==> src/rtl/mask_scanner.sv <==
// Raster-scans a 1-bpp mask frame buffer and streams (x, y) for every set pixel,
// followed by a single end-of-frame tabulate pulse for the centroid stage.
module mask_scanner #(
   parameter int H_PIXELS     = 1280,
   parameter int V_PIXELS     = 720,
   parameter int ADDR_WIDTH   = 20,
   parameter int READ_LATENCY = 2
) (
   input  logic                  clk_in,
   input  logic                  rst_in,
   input  logic                  start_in,
   output logic [ADDR_WIDTH-1:0] mask_addr_out,
   input  logic                  mask_data_in,
   output logic [10:0]           x_out,
   output logic [9:0]            y_out,
   output logic                  valid_out,
   output logic                  tabulate_out,
   output logic                  busy_out,
   output logic [ADDR_WIDTH-1:0] pixel_count_out
);

   localparam int X_W = 11;
   localparam int Y_W = 10;

   typedef enum logic [1:0] {IDLE, SCAN, DRAIN, TAB} state_t;

   typedef struct packed {
      logic           issued;
      logic [X_W-1:0] x;
      logic [Y_W-1:0] y;
   } tag_t;

   state_t                state_q, state_d;
   logic [ADDR_WIDTH-1:0] addr_q, addr_d;
   logic [ADDR_WIDTH-1:0] run_q, run_d;
   logic [ADDR_WIDTH-1:0] count_q, count_d;
   logic [X_W-1:0]        x_q, x_d;
   logic [Y_W-1:0]        y_q, y_d;
   logic [2:0]            drain_q, drain_d;
   logic [X_W-1:0]        x_out_q;
   logic [Y_W-1:0]        y_out_q;
   logic                  valid_q;
   logic                  hit;
   logic                  last_pixel;
   tag_t                  pipe_q [READ_LATENCY];

   // The tail of the tag pipeline lines up with the BRAM data for the same address.
   assign hit        = pipe_q[READ_LATENCY-1].issued & mask_data_in;
   assign last_pixel = (x_q == X_W'(H_PIXELS - 1)) && (y_q == Y_W'(V_PIXELS - 1));

   always_comb begin
      // NOTE: every signal gets a default before the case so no path leaves it unassigned (no latches).
      state_d = state_q;
      addr_d  = addr_q;
      x_d     = x_q;
      y_d     = y_q;
      drain_d = drain_q;
      run_d   = hit ? run_q + 1'b1 : run_q;
      count_d = count_q;

      unique case (state_q)
         IDLE: begin
            if (start_in) begin
               state_d = SCAN;
               addr_d  = '0;
               x_d     = '0;
               y_d     = '0;
               run_d   = '0;
            end
         end
         SCAN: begin
            if (last_pixel) begin
               state_d = DRAIN;
               drain_d = '0;
            end else begin
               addr_d = addr_q + 1'b1;
               if (x_q == X_W'(H_PIXELS - 1)) begin
                  x_d = '0;
                  y_d = y_q + 1'b1;
               end else begin
                  x_d = x_q + 1'b1;
               end
            end
         end
         DRAIN: begin
            // The final hit has already been counted by the last drain cycle.
            if (drain_q == 3'(READ_LATENCY)) begin
               state_d = TAB;
               count_d = run_q;
            end else begin
               drain_d = drain_q + 1'b1;
            end
         end
         TAB: begin
            state_d = IDLE;
         end
         default: state_d = IDLE;
      endcase
   end

   always_ff @(posedge clk_in or negedge rst_in) begin
      if (!rst_in) begin
         state_q <= IDLE;
         addr_q  <= '0;
         x_q     <= '0;
         y_q     <= '0;
         drain_q <= '0;
         run_q   <= '0;
         count_q <= '0;
      end else begin
         // NOTE: sequential state uses non-blocking assignments so all registers update together.
         state_q <= state_d;
         addr_q  <= addr_d;
         x_q     <= x_d;
         y_q     <= y_d;
         drain_q <= drain_d;
         run_q   <= run_d;
         count_q <= count_d;
      end
   end

   always_ff @(posedge clk_in or negedge rst_in) begin
      if (!rst_in) begin
         // NOTE: the tag pipeline is a short register chain, not a RAM, so it is safe to clear on reset.
         for (int i = 0; i < READ_LATENCY; i++) pipe_q[i] <= '0;
         valid_q <= 1'b0;
         x_out_q <= '0;
         y_out_q <= '0;
      end else begin
         pipe_q[0] <= '{issued: (state_q == SCAN), x: x_q, y: y_q};
         for (int i = 1; i < READ_LATENCY; i++) pipe_q[i] <= pipe_q[i-1];
         valid_q <= hit;
         if (hit) begin
            x_out_q <= pipe_q[READ_LATENCY-1].x;
            y_out_q <= pipe_q[READ_LATENCY-1].y;
         end
      end
   end

   assign mask_addr_out   = addr_q;
   assign x_out           = x_out_q;
   assign y_out           = y_out_q;
   assign valid_out       = valid_q;
   assign tabulate_out    = (state_q == TAB);
   assign busy_out        = (state_q != IDLE);
   assign pixel_count_out = count_q;

endmodule
==> config.mk <==
export PLATFORM = sky130hd
export DESIGN_NAME = mask_scanner
export DESIGN_NICKNAME = d
export VERILOG_FILES = /design/src/rtl/mask_scanner.sv
export SDC_FILE = /design/constraint.sdc
export NUM_CORES = 1
export LEC_CHECK = 0
export CAP_MARGIN = 20
export CELL_PAD_IN_SITES_DETAIL_PLACEMENT = 1
export CELL_PAD_IN_SITES_GLOBAL_PLACEMENT = 1
export CORE_MARGIN = 2
export CORE_UTILIZATION = 47
export CTS_BUF_LIST = sky130_fd_sc_hd__clkbuf_8
export DETAILED_ROUTE_END_ITERATION = 12
export PLACE_DENSITY_LB_ADDON = 0.15
export SETUP_SLACK_MARGIN = 0.4
export SYNTH_ARGS = -nofsm -noshare
export SYNTH_HDL_FRONTEND = slang
export SYNTH_SLANG_ARGS = --single-unit
==> constraint.sdc <==
create_clock -name clk_in -period 2.5 [get_ports clk_in]
set_clock_uncertainty 0.1 [all_clocks]
set_input_delay 0.375 -clock clk_in [delete_from_list [all_inputs] [get_ports clk_in]]
set_output_delay 0.375 -clock clk_in [all_outputs]
set_load 0.1 [all_outputs]
==> results of run 1 <==
## cells in the final DEF (no fill, tap or decap), types with 8 or more instances in the layout
| cell | instances |
|---|---|
| sky130_fd_sc_hd__nor2_1 | 45 |
| sky130_fd_sc_hd__nor3_1 | 16 |
| sky130_fd_sc_hd__o21ai_1 | 17 |
| sky130_fd_sc_hd__nand3_1 | 19 |
| sky130_fd_sc_hd__dfrtp_2 | 15 |
| sky130_fd_sc_hd__nand4_1 | 11 |
| sky130_fd_sc_hd__o21ai_0 | 15 |
| sky130_fd_sc_hd__mux2_2 | 42 |
| sky130_fd_sc_hd__clkbuf_8 | 18 |
| sky130_fd_sc_hd__buf_4 | 98 |
| sky130_fd_sc_hd__buf_6 | 12 |
| sky130_fd_sc_hd__and3_1 | 8 |
| sky130_fd_sc_hd__nand2_1 | 53 |
| sky130_fd_sc_hd__a21oi_1 | 19 |
| sky130_fd_sc_hd__dfrtp_1 | 131 |
| sky130_fd_sc_hd__inv_1 | 10 |
| sky130_fd_sc_hd__mux2i_1 | 13 |
| sky130_fd_sc_hd__xor2_1 | 12 |
## sequential cells by signal, summed over array words and instances, names as in the netlist
signal	count
pipe_q	44
mask_addr_out	20
pixel_count_out	20
run_q	20
x_out	11
x_q	11
y_out	10
y_q	10
drain_q	3
state_q	2
valid_out	1
## cells by family (layout without fill, tap and decap cells)
| logic type | Yosys count | count (layout) | synth area share (%) |
|---|---|---|---|
| muxes | 57 | 57 | 9.81 |
| xor gates and xnor gates | 17 | 17 | 2.33 |
| adders and majority gates | 10 | 10 | 1.96 |
| DFF | 152 | 152 | 59.6 |
| buffers and inverters | 32 | 163 | 1.94 |
| AOI/OAI and AO/OA | 100 | 102 | 9.79 |
| and+or+nand+nor | 190 | 190 | 14.6 |
## path summary, 6_finish.rpt
| kind | depth (start not counted) | slack [ps] | start | end |
|---|---|---|---|---|
| max | 7 | 190 | y_q[8] | y_q[9] |
| min | 0 | 250 | pipe_q[38] | pipe_q[16] |
| max reg2reg | 7 | 190 | y_q[8] | y_q[9] |
| min reg2reg | 0 | 250 | pipe_q[38] | pipe_q[16] |
| max in group asynchronous | 3 | 1180 | rst_in | pixel_count_out[7] |
| min in group asynchronous | 2 | 410 | rst_in | run_q[4] |
## critical path: stages (launching register included)
cell                      delay [ps]
sky130_fd_sc_hd__dfrtp_2         440
sky130_fd_sc_hd__or4b_4          580
sky130_fd_sc_hd__nor3_4          210
sky130_fd_sc_hd__buf_6           150
sky130_fd_sc_hd__buf_12          130
sky130_fd_sc_hd__or3_4           150
sky130_fd_sc_hd__inv_1            80
sky130_fd_sc_hd__a221o_1         330
## power groups by stage
stage	clock (mW)	combinational, mW	sequential [mW]
3_3_place_gp	0	2.38	2.91
2_1_floorplan	0	1.27	3.49
5_1_grt	1.97	2.98	2.92
3_5_place_dp	0	2.49	2.93
6_report	1.83	2.82	2.88
4_1_cts	1.85	2.51	2.88
## timing repair
action | 4_1_cts | 5_1_grt
resized for setup | 8 | 58
endpoints found under the setup margin | 33 | 61
gates cloned | 0 | 5
pin swaps | 5 | 20
buffers inserted | 5 | 20
endpoints found under the hold margin | 62 | 0
hold buffers | 1 | 0
## metal layers
metal / wire length (um) / track usage (%) / vias to the layer above
met5: 0 / 0 / -
li1: - / - / 2243
met1: 7210 / 28.2 / 2538
met4: 431 / 6.40 / 0
met2: 9140 / 39.6 / 121
met3: 707 / 5.14 / 31
## layout make-up
class	count	share of cell area (%)
flip-flops and latches	152	46.4
multi-input cells	376	33.3
repair buffers	119	12.4
clock buffers	18	2.99
well taps	176	2.66
clock inverters	14	1.63
inverters	12	0.589
## through the flow
stage / hold WS (ps) / worst slack (ps) / utilization [%] / power (mW)
after CTS: 252 / 291 / 59.1 / 7.25
after detailed placement: 236 / 114 / 55.6 / 5.42
after floorplan: -20.6 / 271 / - / 4.76
final: 252 / 191 / 62.5 / 7.54
after global routing: 263 / 154 / 62.5 / 7.87
after global placement: 232 / 163 / 55.6 / 5.29
==> metrics.txt, run 1 <==
# TYPE chip_impl_metric gauge
chip_impl_info{name="run_status",value="completed"} 1
chip_impl_metric{name="detail_route.iter0.violations",unit=""} 397
chip_impl_metric{name="arrival",unit="ps"} 2540
chip_impl_metric{name="postPlaceCellArea",unit="um^2"} 7360
chip_impl_metric{name="wire_per_inst",unit="um"} 20.2
chip_impl_metric{name="die_h",unit="um"} 121
chip_impl_metric{name="vdd_ir_drop_max",unit="mV"} 0.552
chip_impl_info{name="worst-setup-path-type",value="reg -> reg"} 1
chip_impl_metric{name="clk_pin_slew_worst_paths",unit="ps"} 80
chip_impl_info{name="root_buffer",value="sky130_fd_sc_hd__clkbuf_8"} 1
chip_impl_metric{name="ys_ff_latch",unit=""} 152
chip_impl_metric{name="numCtsBuffers",unit=""} 17
chip_impl_metric{name="vias_per_cell",unit=""} 5.69
chip_impl_metric{name="io_pins",unit=""} 68
chip_impl_metric{name="final_area",unit="um^2"} 8280
chip_impl_metric{name="synthesis.nets",unit=""} 572
chip_impl_metric{name="count_of_flip_flops_with_a_built_in_enable_after_synthesis",unit=""} 0
chip_impl_metric{name="floorplan.die.width",unit="um"} 121
chip_impl_metric{name="clock_tree.buffer_depth",unit=""} 2
chip_impl_metric{name="fp.dieArea",unit="um^2"} 14500
chip_impl_metric{name="period_minus_slack",unit="ps"} 2310
chip_impl_metric{name="syn-instance-count",unit=""} 558
chip_impl_metric{name="route.antenna.remaining_nets",unit=""} 0
chip_impl_metric{name="postSynthAreaPerCell",unit="um^2"} 11.4
chip_impl_metric{name="timing.fmax",unit="GHz"} 0.433
chip_impl_metric{name="share_comb_of_total_power",unit="%"} 37.4
chip_impl_metric{name="final.setup.tns",unit="ps"} 0
chip_impl_metric{name="hold_viol",unit=""} 0
chip_impl_metric{name="globalRouteOverflowTotal",unit=""} 0
chip_impl_metric{name="power.static_leakage",unit="nW"} 3.92
chip_impl_info{name="synthDominantAreaCellType",value="sky130_fd_sc_hd__dfrtp_1"} 1
chip_impl_metric{name="multi_input_comb_area",unit="um^2"} 2750
chip_impl_metric{name="critPathMaxFanout",unit=""} 6
chip_impl_metric{name="grt_max_degree",unit=""} 66
chip_impl_metric{name="initial_antenna_violation_count",unit=""} 0
chip_impl_metric{name="seq_area",unit="um^2"} 3840
chip_impl_metric{name="post_route_cells_drive_above_1_share",unit="%"} 37.2
chip_impl_metric{name="power_report.internal_total",unit="mW"} 4.46
chip_impl_info{name="grt_setup_unrepaired",value="true"} 1
chip_impl_metric{name="placement.io_buffers",unit=""} 67
chip_impl_metric{name="synth.distinct_cells",unit=""} 51
chip_impl_metric{name="final_nets",unit=""} 692
chip_impl_info{name="synth-main-ff-cell",value="sky130_fd_sc_hd__dfrtp_1"} 1
chip_impl_metric{name="cts.htree.levels",unit=""} 4
chip_impl_metric{name="num_antenna_cells",unit=""} 0
chip_impl_metric{name="yosys.area.top_type_share",unit="%"} 59.6
chip_impl_info{name="worst_setup_path_end_kind",value="flop"} 1
chip_impl_metric{name="critPathRequiredTime",unit="ps"} 2730
chip_impl_metric{name="power_per_cell_area",unit="nW/um^2"} 910
chip_impl_metric{name="synth_area",unit="um^2"} 6380
chip_impl_metric{name="ys_seq_area_share",unit="%"} 59.6
chip_impl_metric{name="worst_slew_pin_slew",unit="ps"} 718
chip_impl_info{name="yosysMostFrequentCell",value="sky130_fd_sc_hd__dfrtp_1"} 1
chip_impl_metric{name="placedCellCount",unit=""} 804
chip_impl_info{name="tritoncts",value="done"} 1
chip_impl_info{name="ys_top_cells_by_count",value="sky130_fd_sc_hd__dfrtp_1 (152), sky130_fd_sc_hd__nand2_1 (56), sky130_fd_sc_hd__nor2_1 (49)"} 1
chip_impl_metric{name="number_of_filler_instances_in_the_final_layout",unit=""} 1358
chip_impl_metric{name="drc",unit=""} 0
chip_impl_metric{name="finalMaxSlewViolations",unit=""} 0
chip_impl_metric{name="areaGrowthSynthToFinish",unit="%"} 29.8
chip_impl_info{name="min-delay-path-class",value="reg -> reg"} 1
chip_impl_info{name="critical_path.startpoint_type",value="flop"} 1
chip_impl_metric{name="power.clock.fraction",unit="%"} 24.3
chip_impl_metric{name="first_pass_detailed_route_iteration_total",unit=""} 4
chip_impl_metric{name="warning_count_from_the_yosys_run",unit=""} 0
chip_impl_metric{name="cap_violations",unit=""} 0
chip_impl_metric{name="post_dp_hpwl",unit="um"} 10500
chip_impl_metric{name="async_flop_share",unit="%"} 100
chip_impl_metric{name="share_seq_of_total_power",unit="%"} 38.3
chip_impl_metric{name="vias_in_the_first_global_route",unit=""} 4923
chip_impl_metric{name="start_util",unit="%"} 48.2
chip_impl_metric{name="global_route.usage.total",unit="%"} 22.6
chip_impl_metric{name="finalWeightedCongestion",unit=""} 0.831
chip_impl_metric{name="fin_crit_sh",unit="%"} 92.4
chip_impl_metric{name="post_layout_nonfiller_instances",unit=""} 867
chip_impl_metric{name="placeableCoreArea",unit="um^2"} 13200
chip_impl_metric{name="cts_num_sinks",unit=""} 152
chip_impl_metric{name="endpoints_failing_setup",unit=""} 0
chip_impl_metric{name="totalWireLength",unit="um"} 17500
chip_impl_metric{name="routed-via-count",unit=""} 4933
chip_impl_info{name="synth_area_leaders",value="sky130_fd_sc_hd__dfrtp_1 (60%), sky130_fd_sc_hd__mux2_2 (7.8%), sky130_fd_sc_hd__nand2_1 (3.3%)"} 1
chip_impl_metric{name="timing.slew.headroom",unit="%"} 51.8
chip_impl_metric{name="insertion_delay",unit="ps"} 440
chip_impl_metric{name="placement_rows",unit=""} 42
chip_impl_metric{name="power_switching_share",unit="%"} 40.8
chip_impl_metric{name="grt_pass1_wl",unit="um"} 25600
chip_impl_metric{name="net-switching-power",unit="mW"} 3.08
No activity file was read; power rests on OpenSTA's default activity.
==> inputs of run 2 (changes only) <==
CORE_UTILIZATION = 50   (was 47)
SLEW_MARGIN = 20   (was not set)
clock period = 2.71 ns   (was 2.5 ns; I/O delays follow)
==> run 2 against run 1 <==
Design area decreased by 6.6%. Maximum frequency decreased by 1.9%. Highest routed layer unchanged. Hold slack lost 3.7 ps. Die area decreased by 5.8%.
==> metrics.txt, run 2 (synthesis gave the netlist of run 1 again) <==
# TYPE chip_impl_metric gauge
chip_impl_metric{name="io_pins",unit=""} 68
chip_impl_metric{name="placeableCoreArea",unit="um^2"} 12500
chip_impl_metric{name="final_util",unit="%"} 61.8
chip_impl_metric{name="power_per_cell_area",unit="nW/um^2"} 862
chip_impl_info{name="grt_setup_unrepaired",value="true"} 1
chip_impl_metric{name="final.setup.tns",unit="ps"} 0
chip_impl_metric{name="final_nets",unit=""} 663
chip_impl_metric{name="placement_rows",unit=""} 41
chip_impl_metric{name="route.antenna.remaining_nets",unit=""} 0
chip_impl_metric{name="postLayoutSetupSlackWorst",unit="ps"} 357
chip_impl_metric{name="numCtsBuffers",unit=""} 17
chip_impl_metric{name="seq_area",unit="um^2"} 3820
chip_impl_metric{name="drc",unit=""} 0
chip_impl_metric{name="critPathRequiredTime",unit="ps"} 3000
chip_impl_metric{name="cts_num_sinks",unit=""} 152
chip_impl_info{name="largest_register",value="pipe_q"} 1
chip_impl_metric{name="cap_violations",unit=""} 0
chip_impl_metric{name="timing.slew.headroom",unit="%"} 60.4
chip_impl_metric{name="global_route.usage.total",unit="%"} 23.4
chip_impl_metric{name="critPathMaxFanout",unit=""} 7
chip_impl_info{name="layout_common_cells",value="sky130_fd_sc_hd__dfrtp_1 (138), sky130_fd_sc_hd__buf_4 (85), sky130_fd_sc_hd__nand2_1 (55)"} 1
chip_impl_info{name="final_common_cell",value="sky130_fd_sc_hd__dfrtp_1"} 1
chip_impl_metric{name="cts.htree.levels",unit=""} 4
chip_impl_metric{name="insertion_delay",unit="ps"} 460
chip_impl_metric{name="fin_crit_sh",unit="%"} 86.8
chip_impl_metric{name="grt_pass1_wl",unit="um"} 24500
chip_impl_metric{name="clk_pin_slew_worst_paths",unit="ps"} 90
chip_impl_info{name="min-delay-path-class",value="reg -> reg"} 1
chip_impl_metric{name="fp.dieArea",unit="um^2"} 13700
chip_impl_metric{name="clock_tree.buffer_depth",unit=""} 2
chip_impl_metric{name="finalMaxSlewViolations",unit=""} 0
chip_impl_metric{name="areaGrowthSynthToFinish",unit="%"} 21.2
chip_impl_metric{name="finalHoldWorstSlack",unit="ps"} 248
chip_impl_metric{name="net-switching-power",unit="mW"} 2.64
chip_impl_metric{name="vias_per_cell",unit=""} 5.64
chip_impl_metric{name="worst_slew_pin_slew",unit="ps"} 579
chip_impl_info{name="root_buffer",value="sky130_fd_sc_hd__clkbuf_8"} 1
chip_impl_metric{name="totalWireLength",unit="um"} 15000
chip_impl_metric{name="initial_antenna_violation_count",unit=""} 0
chip_impl_metric{name="grt_max_degree",unit=""} 66
chip_impl_metric{name="post_dp_hpwl",unit="um"} 9810
chip_impl_metric{name="dpl_worst_slack",unit="ps"} 299
chip_impl_metric{name="endpoints_failing_setup",unit=""} 0
chip_impl_metric{name="die_h",unit="um"} 117
chip_impl_metric{name="placement.io_buffers",unit=""} 67
chip_impl_metric{name="number_of_filler_instances_in_the_final_layout",unit=""} 1342
chip_impl_metric{name="timing.fmax",unit="GHz"} 0.425
chip_impl_metric{name="multi_input_comb_area",unit="um^2"} 2500
chip_impl_metric{name="num_antenna_cells",unit=""} 0
chip_impl_metric{name="hold_viol",unit=""} 0
chip_impl_metric{name="vdd_ir_drop_max",unit="mV"} 0.802
chip_impl_metric{name="arrival",unit="ps"} 2640
chip_impl_info{name="run_status",value="completed"} 1
chip_impl_info{name="worst_setup_path_end_kind",value="flop"} 1
chip_impl_metric{name="detail_route.iter0.violations",unit=""} 203
chip_impl_metric{name="p_total",unit="mW"} 6.67
chip_impl_metric{name="share_comb_of_total_power",unit="%"} 33.5
chip_impl_metric{name="first_pass_detailed_route_iteration_total",unit=""} 4
chip_impl_metric{name="largest_reg_flops",unit=""} 44
chip_impl_info{name="worst-setup-path-type",value="reg -> reg"} 1
chip_impl_metric{name="floorplan.die.width",unit="um"} 117
chip_impl_metric{name="share_seq_of_total_power",unit="%"} 40.0
chip_impl_metric{name="globalRouteOverflowTotal",unit=""} 0
chip_impl_metric{name="power_report.internal_total",unit="mW"} 4.03
chip_impl_metric{name="vias_in_the_first_global_route",unit=""} 4785
chip_impl_metric{name="post_route_cells_drive_above_1_share",unit="%"} 29.2
chip_impl_metric{name="finalWeightedCongestion",unit=""} 0.820
chip_impl_metric{name="wire_per_inst",unit="um"} 18.0
chip_impl_metric{name="power.static_leakage",unit="nW"} 3.68
chip_impl_info{name="critical_path.startpoint_type",value="flop"} 1
chip_impl_metric{name="power_switching_share",unit="%"} 39.6
chip_impl_metric{name="power.clock.fraction",unit="%"} 26.5
chip_impl_metric{name="routed-via-count",unit=""} 4704
chip_impl_metric{name="start_util",unit="%"} 51.0
chip_impl_metric{name="period_minus_slack",unit="ps"} 2350
chip_impl_info{name="tritoncts",value="done"} 1
run 2: path summary, 6_finish.rpt:
check	slack [ps]	start	cells after the start	end
hold reg to reg	250	pipe_q[25]	0	pipe_q[3]
max in group asynchronous	1280	rst_in	3	mask_addr_out[10]
min in group asynchronous	400	rst_in	2	pipe_q[9]
setup reg to reg	360	x_q[9]	5	y_q[2]
setup / recovery	360	x_q[9]	5	y_q[2]
hold / removal	250	pipe_q[25]	0	pipe_q[3]
run 2: power groups by stage:
stage                     Clock, mW  Sequential (mW)  Combinational (mW)
after CTS                      1.82             2.66                2.21
after global placement            0             2.68                2.09
after floorplan                   0             3.21                1.04
after detailed placement          0             2.70                2.17
final                          1.77             2.67                2.23
after global routing           1.92             2.70                2.40
run 2: repair_timing:
action                                  4_1_cts  5_1_grt
setup buffers                                 2        5
hold endpoints to repair                     57        0
gates resized for setup                       4        9
endpoints found under the setup margin        9       23
hold buffers                                  1        0
pin swaps                                     0        6
run 2: per-layer routing:
layer | track usage (%) | share of wire, %
met2 | 38.8 | 51
met1 | 30.6 | 45
met4 | 7.29 | 1.1
met3 | 5.66 | 2.9
met5 | 0 | 0
run 2: cell type report:
| class | count | share of cell area (%) |
|---|---|---|
| timing repair buffer | 92 | 9.56 |
| clock buffer | 18 | 3.20 |
| tap | 172 | 2.78 |
| sequential | 152 | 49.4 |
| inverter | 12 | 0.631 |
| multi-input combinational | 374 | 32.4 |
| clock inverter | 14 | 2.04 |
run 2: through the flow:
step,instances,area [um^2]
2_1_floorplan,558,6420
3_3_place_gp,794,7230
3_5_place_dp,794,7230
4_1_cts,829,7670
5_1_grt,834,7730
6_report,834,7730
run 2: worst max-delay path, cell delays in order, from the launching register on:
cell	delay, ps
sky130_fd_sc_hd__dfrtp_2	440
sky130_fd_sc_hd__or3b_4	430
sky130_fd_sc_hd__or4_4	550
sky130_fd_sc_hd__or3_4	430
sky130_fd_sc_hd__o211ai_1	200
sky130_fd_sc_hd__a21o_1	130
==> inputs of run 3 (changes only) <==
==> constraint.sdc (replaced) <==
create_clock -name clk_in -period 2.71 [get_ports clk_in]
set_clock_uncertainty 0.1 [all_clocks]
set_input_delay 0.271 -clock clk_in [delete_from_list [all_inputs] [get_ports clk_in]]
set_output_delay 0.271 -clock clk_in [all_outputs]
set_load 0.1 [all_outputs]
==> run 3 against run 2 <==
Power increased by 4.0%. Largest power group unchanged. Combinational power about the same. Setup slack improved by 15 ps. Highest routed layer unchanged. Global-route usage decreased by 0.54 points. Cell count increased by 0.24%. Hold slack improved by 2.1 ps.
==> metrics.txt, run 3 (synthesis gave the netlist of run 1 again) <==
# TYPE chip_impl_metric gauge
chip_impl_metric{name="period_minus_slack",unit="ps"} 2340
chip_impl_metric{name="routed-via-count",unit=""} 4686
chip_impl_metric{name="clk_pin_slew_worst_paths",unit="ps"} 80
chip_impl_metric{name="globalRouteOverflowTotal",unit=""} 0
chip_impl_metric{name="vdd_ir_drop_max",unit="mV"} 0.836
chip_impl_metric{name="post_layout_nonfiller_instances",unit=""} 836
chip_impl_metric{name="floorplan.die.width",unit="um"} 117
chip_impl_metric{name="post_dp_hpwl",unit="um"} 9660
chip_impl_metric{name="final_nets",unit=""} 666
chip_impl_metric{name="arrival",unit="ps"} 2640
chip_impl_metric{name="fin_crit_sh",unit="%"} 86.3
chip_impl_metric{name="globalRouteMet2Util",unit="%"} 38.1
chip_impl_metric{name="die_h",unit="um"} 117
chip_impl_metric{name="grt_pass1_wl",unit="um"} 24000
chip_impl_metric{name="first_pass_detailed_route_iteration_total",unit=""} 4
chip_impl_metric{name="number_of_filler_instances_in_the_final_layout",unit=""} 1328
chip_impl_metric{name="timing.slew.headroom",unit="%"} 55.1
chip_impl_metric{name="power_per_cell_area",unit="nW/um^2"} 888
chip_impl_metric{name="hold_viol",unit=""} 0
chip_impl_metric{name="largest_reg_flops",unit=""} 44
chip_impl_metric{name="vias_in_the_first_global_route",unit=""} 4733
chip_impl_info{name="global_route.peak_usage_layer",value="met2"} 1
chip_impl_metric{name="multi_input_comb_area",unit="um^2"} 2510
chip_impl_metric{name="finalMaxSlewViolations",unit=""} 0
chip_impl_metric{name="endpoints_failing_setup",unit=""} 0
chip_impl_metric{name="numCtsBuffers",unit=""} 17
chip_impl_metric{name="grt.met1_usage",unit="%"} 29.9
chip_impl_metric{name="io_pins",unit=""} 68
chip_impl_info{name="critical_path.startpoint_type",value="flop"} 1
chip_impl_metric{name="critPathMaxFanout",unit=""} 7
chip_impl_metric{name="setup_slack_on_the_worst_flop_to_flop_path",unit="ps"} 370
chip_impl_info{name="worst-setup-path-type",value="reg -> reg"} 1
chip_impl_metric{name="fp.dieArea",unit="um^2"} 13700
chip_impl_metric{name="placement_rows",unit=""} 41
chip_impl_metric{name="seq_area",unit="um^2"} 3820
chip_impl_metric{name="detail_route.iter0.violations",unit=""} 182
chip_impl_metric{name="totalWireLength",unit="um"} 14900
chip_impl_metric{name="critPathRequiredTime",unit="ps"} 3010
chip_impl_info{name="layout_common_cells",value="sky130_fd_sc_hd__dfrtp_1 (136), sky130_fd_sc_hd__buf_4 (86), sky130_fd_sc_hd__nand2_1 (56)"} 1
chip_impl_info{name="min-delay-path-class",value="reg -> reg"} 1
chip_impl_metric{name="placement.io_buffers",unit=""} 67
chip_impl_info{name="terminus_of_the_critical_flop_to_flop_path",value="y_q[2]"} 1
chip_impl_metric{name="vias_per_cell",unit=""} 5.61
chip_impl_info{name="tritoncts",value="done"} 1
chip_impl_metric{name="initial_antenna_violation_count",unit=""} 0
chip_impl_metric{name="power.static_leakage",unit="nW"} 3.76
chip_impl_info{name="largest_register",value="pipe_q"} 1
chip_impl_info{name="run_status",value="completed"} 1
chip_impl_metric{name="placeableCoreArea",unit="um^2"} 12500
chip_impl_info{name="r2r_start",value="x_q[1]"} 1
chip_impl_metric{name="insertion_delay",unit="ps"} 450
chip_impl_metric{name="drc",unit=""} 0
chip_impl_metric{name="finalWeightedCongestion",unit=""} 0.816
chip_impl_metric{name="grt_max_degree",unit=""} 77
chip_impl_metric{name="r2r.worst_path.cells",unit=""} 6
chip_impl_metric{name="cts_num_sinks",unit=""} 152
chip_impl_metric{name="placedCellCount",unit=""} 794
chip_impl_info{name="grt_setup_unrepaired",value="true"} 1
chip_impl_metric{name="worst_slew_pin_slew",unit="ps"} 673
chip_impl_metric{name="dpl_worst_slack",unit="ps"} 296
chip_impl_metric{name="postLayoutSetupSlackWorst",unit="ps"} 372
chip_impl_metric{name="areaGrowthSynthToFinish",unit="%"} 22.5
chip_impl_metric{name="post_route_cells_drive_above_1_share",unit="%"} 29.7
chip_impl_metric{name="final.setup.tns",unit="ps"} 0
chip_impl_info{name="root_buffer",value="sky130_fd_sc_hd__clkbuf_8"} 1
chip_impl_info{name="worst_setup_path_end_kind",value="flop"} 1
chip_impl_info{name="worst_setup_path_start",value="x_q[1]"} 1
chip_impl_metric{name="timing.fmax",unit="GHz"} 0.428
chip_impl_metric{name="global_route.usage.total",unit="%"} 22.8
chip_impl_metric{name="start_util",unit="%"} 51.0
chip_impl_metric{name="groute.layer.met3.usage",unit="%"} 4.79
chip_impl_info{name="final_common_cell",value="sky130_fd_sc_hd__dfrtp_1"} 1
chip_impl_metric{name="num_antenna_cells",unit=""} 0
chip_impl_metric{name="clock_tree.buffer_depth",unit=""} 2
chip_impl_info{name="crit_end",value="y_q[2]"} 1
chip_impl_metric{name="cts.htree.levels",unit=""} 4
chip_impl_metric{name="wire_per_inst",unit="um"} 17.8
chip_impl_metric{name="route.antenna.remaining_nets",unit=""} 0
chip_impl_metric{name="cap_violations",unit=""} 0
==> run 3: through the flow <==
stage / total power, mW / hold slack, ps / utilization, % / area [um^2]
6_report: 6.93 / 250 / 62.4 / 7810
5_1_grt: 7.28 / 257 / 62.4 / 7810
4_1_cts: 6.93 / 255 / 61.7 / 7730
3_5_place_dp: 4.86 / 236 / 57.5 / 7200
3_3_place_gp: 4.76 / 232 / 57.5 / 7200
2_1_floorplan: 4.26 / -125 / - / 6420
==> run 3: cell type report <==
type | count | area share, %
Clock inverter | 13 | 2.90
Tap cell | 172 | 2.75
Inverter | 12 | 0.625
Multi-Input combinational cell | 374 | 32.1
Timing Repair Buffer | 95 | 9.47
Clock buffer | 18 | 3.17
Sequential cell | 152 | 48.9
==> run 3: report_power, final <==
group / internal [mW] / switching, mW / total, mW / leakage, nW
sequential: 2.47 / 0.190 / 2.66 / 2.07
combinational: 0.629 / 1.60 / 2.23 / 1.45
clock: 1.20 / 0.841 / 2.05 / 0.236
==> run 3: routing by layer <==
layer	up-vias	wire length, um
met3	19	459
met5	-	0
met1	2397	6800
li1	2185	-
met4	0	240
met2	85	7400
==> run 3: worst min path at each step <==
stage,startpoint,to,cells after the start
global placement,rst_in,y_out[8],1
global route,pipe_q[39],pipe_q[17],0
floorplan,rst_in,drain_q[0],0
detailed placement,rst_in,pipe_q[8],1
CTS,pipe_q[39],pipe_q[17],0
finish,pipe_q[39],pipe_q[17],0
==> run 3: timing repair <==
item,in CTS,in global routing
pin swaps,1,2
hold endpoints to repair,73,0
hold buffers,1,0
setup endpoints to repair,15,23
cloned,1,1
gates resized for setup,8,9
setup buffers,2,6
==> run 3: worst max-delay path, cell delays in order, from the launching register on <==
cell	delay, ps
sky130_fd_sc_hd__dfrtp_2	420
sky130_fd_sc_hd__ha_1	240
sky130_fd_sc_hd__nand2_1	170
sky130_fd_sc_hd__or4_4	570
sky130_fd_sc_hd__or3_4	440
sky130_fd_sc_hd__o211ai_1	190
sky130_fd_sc_hd__a21o_1	130
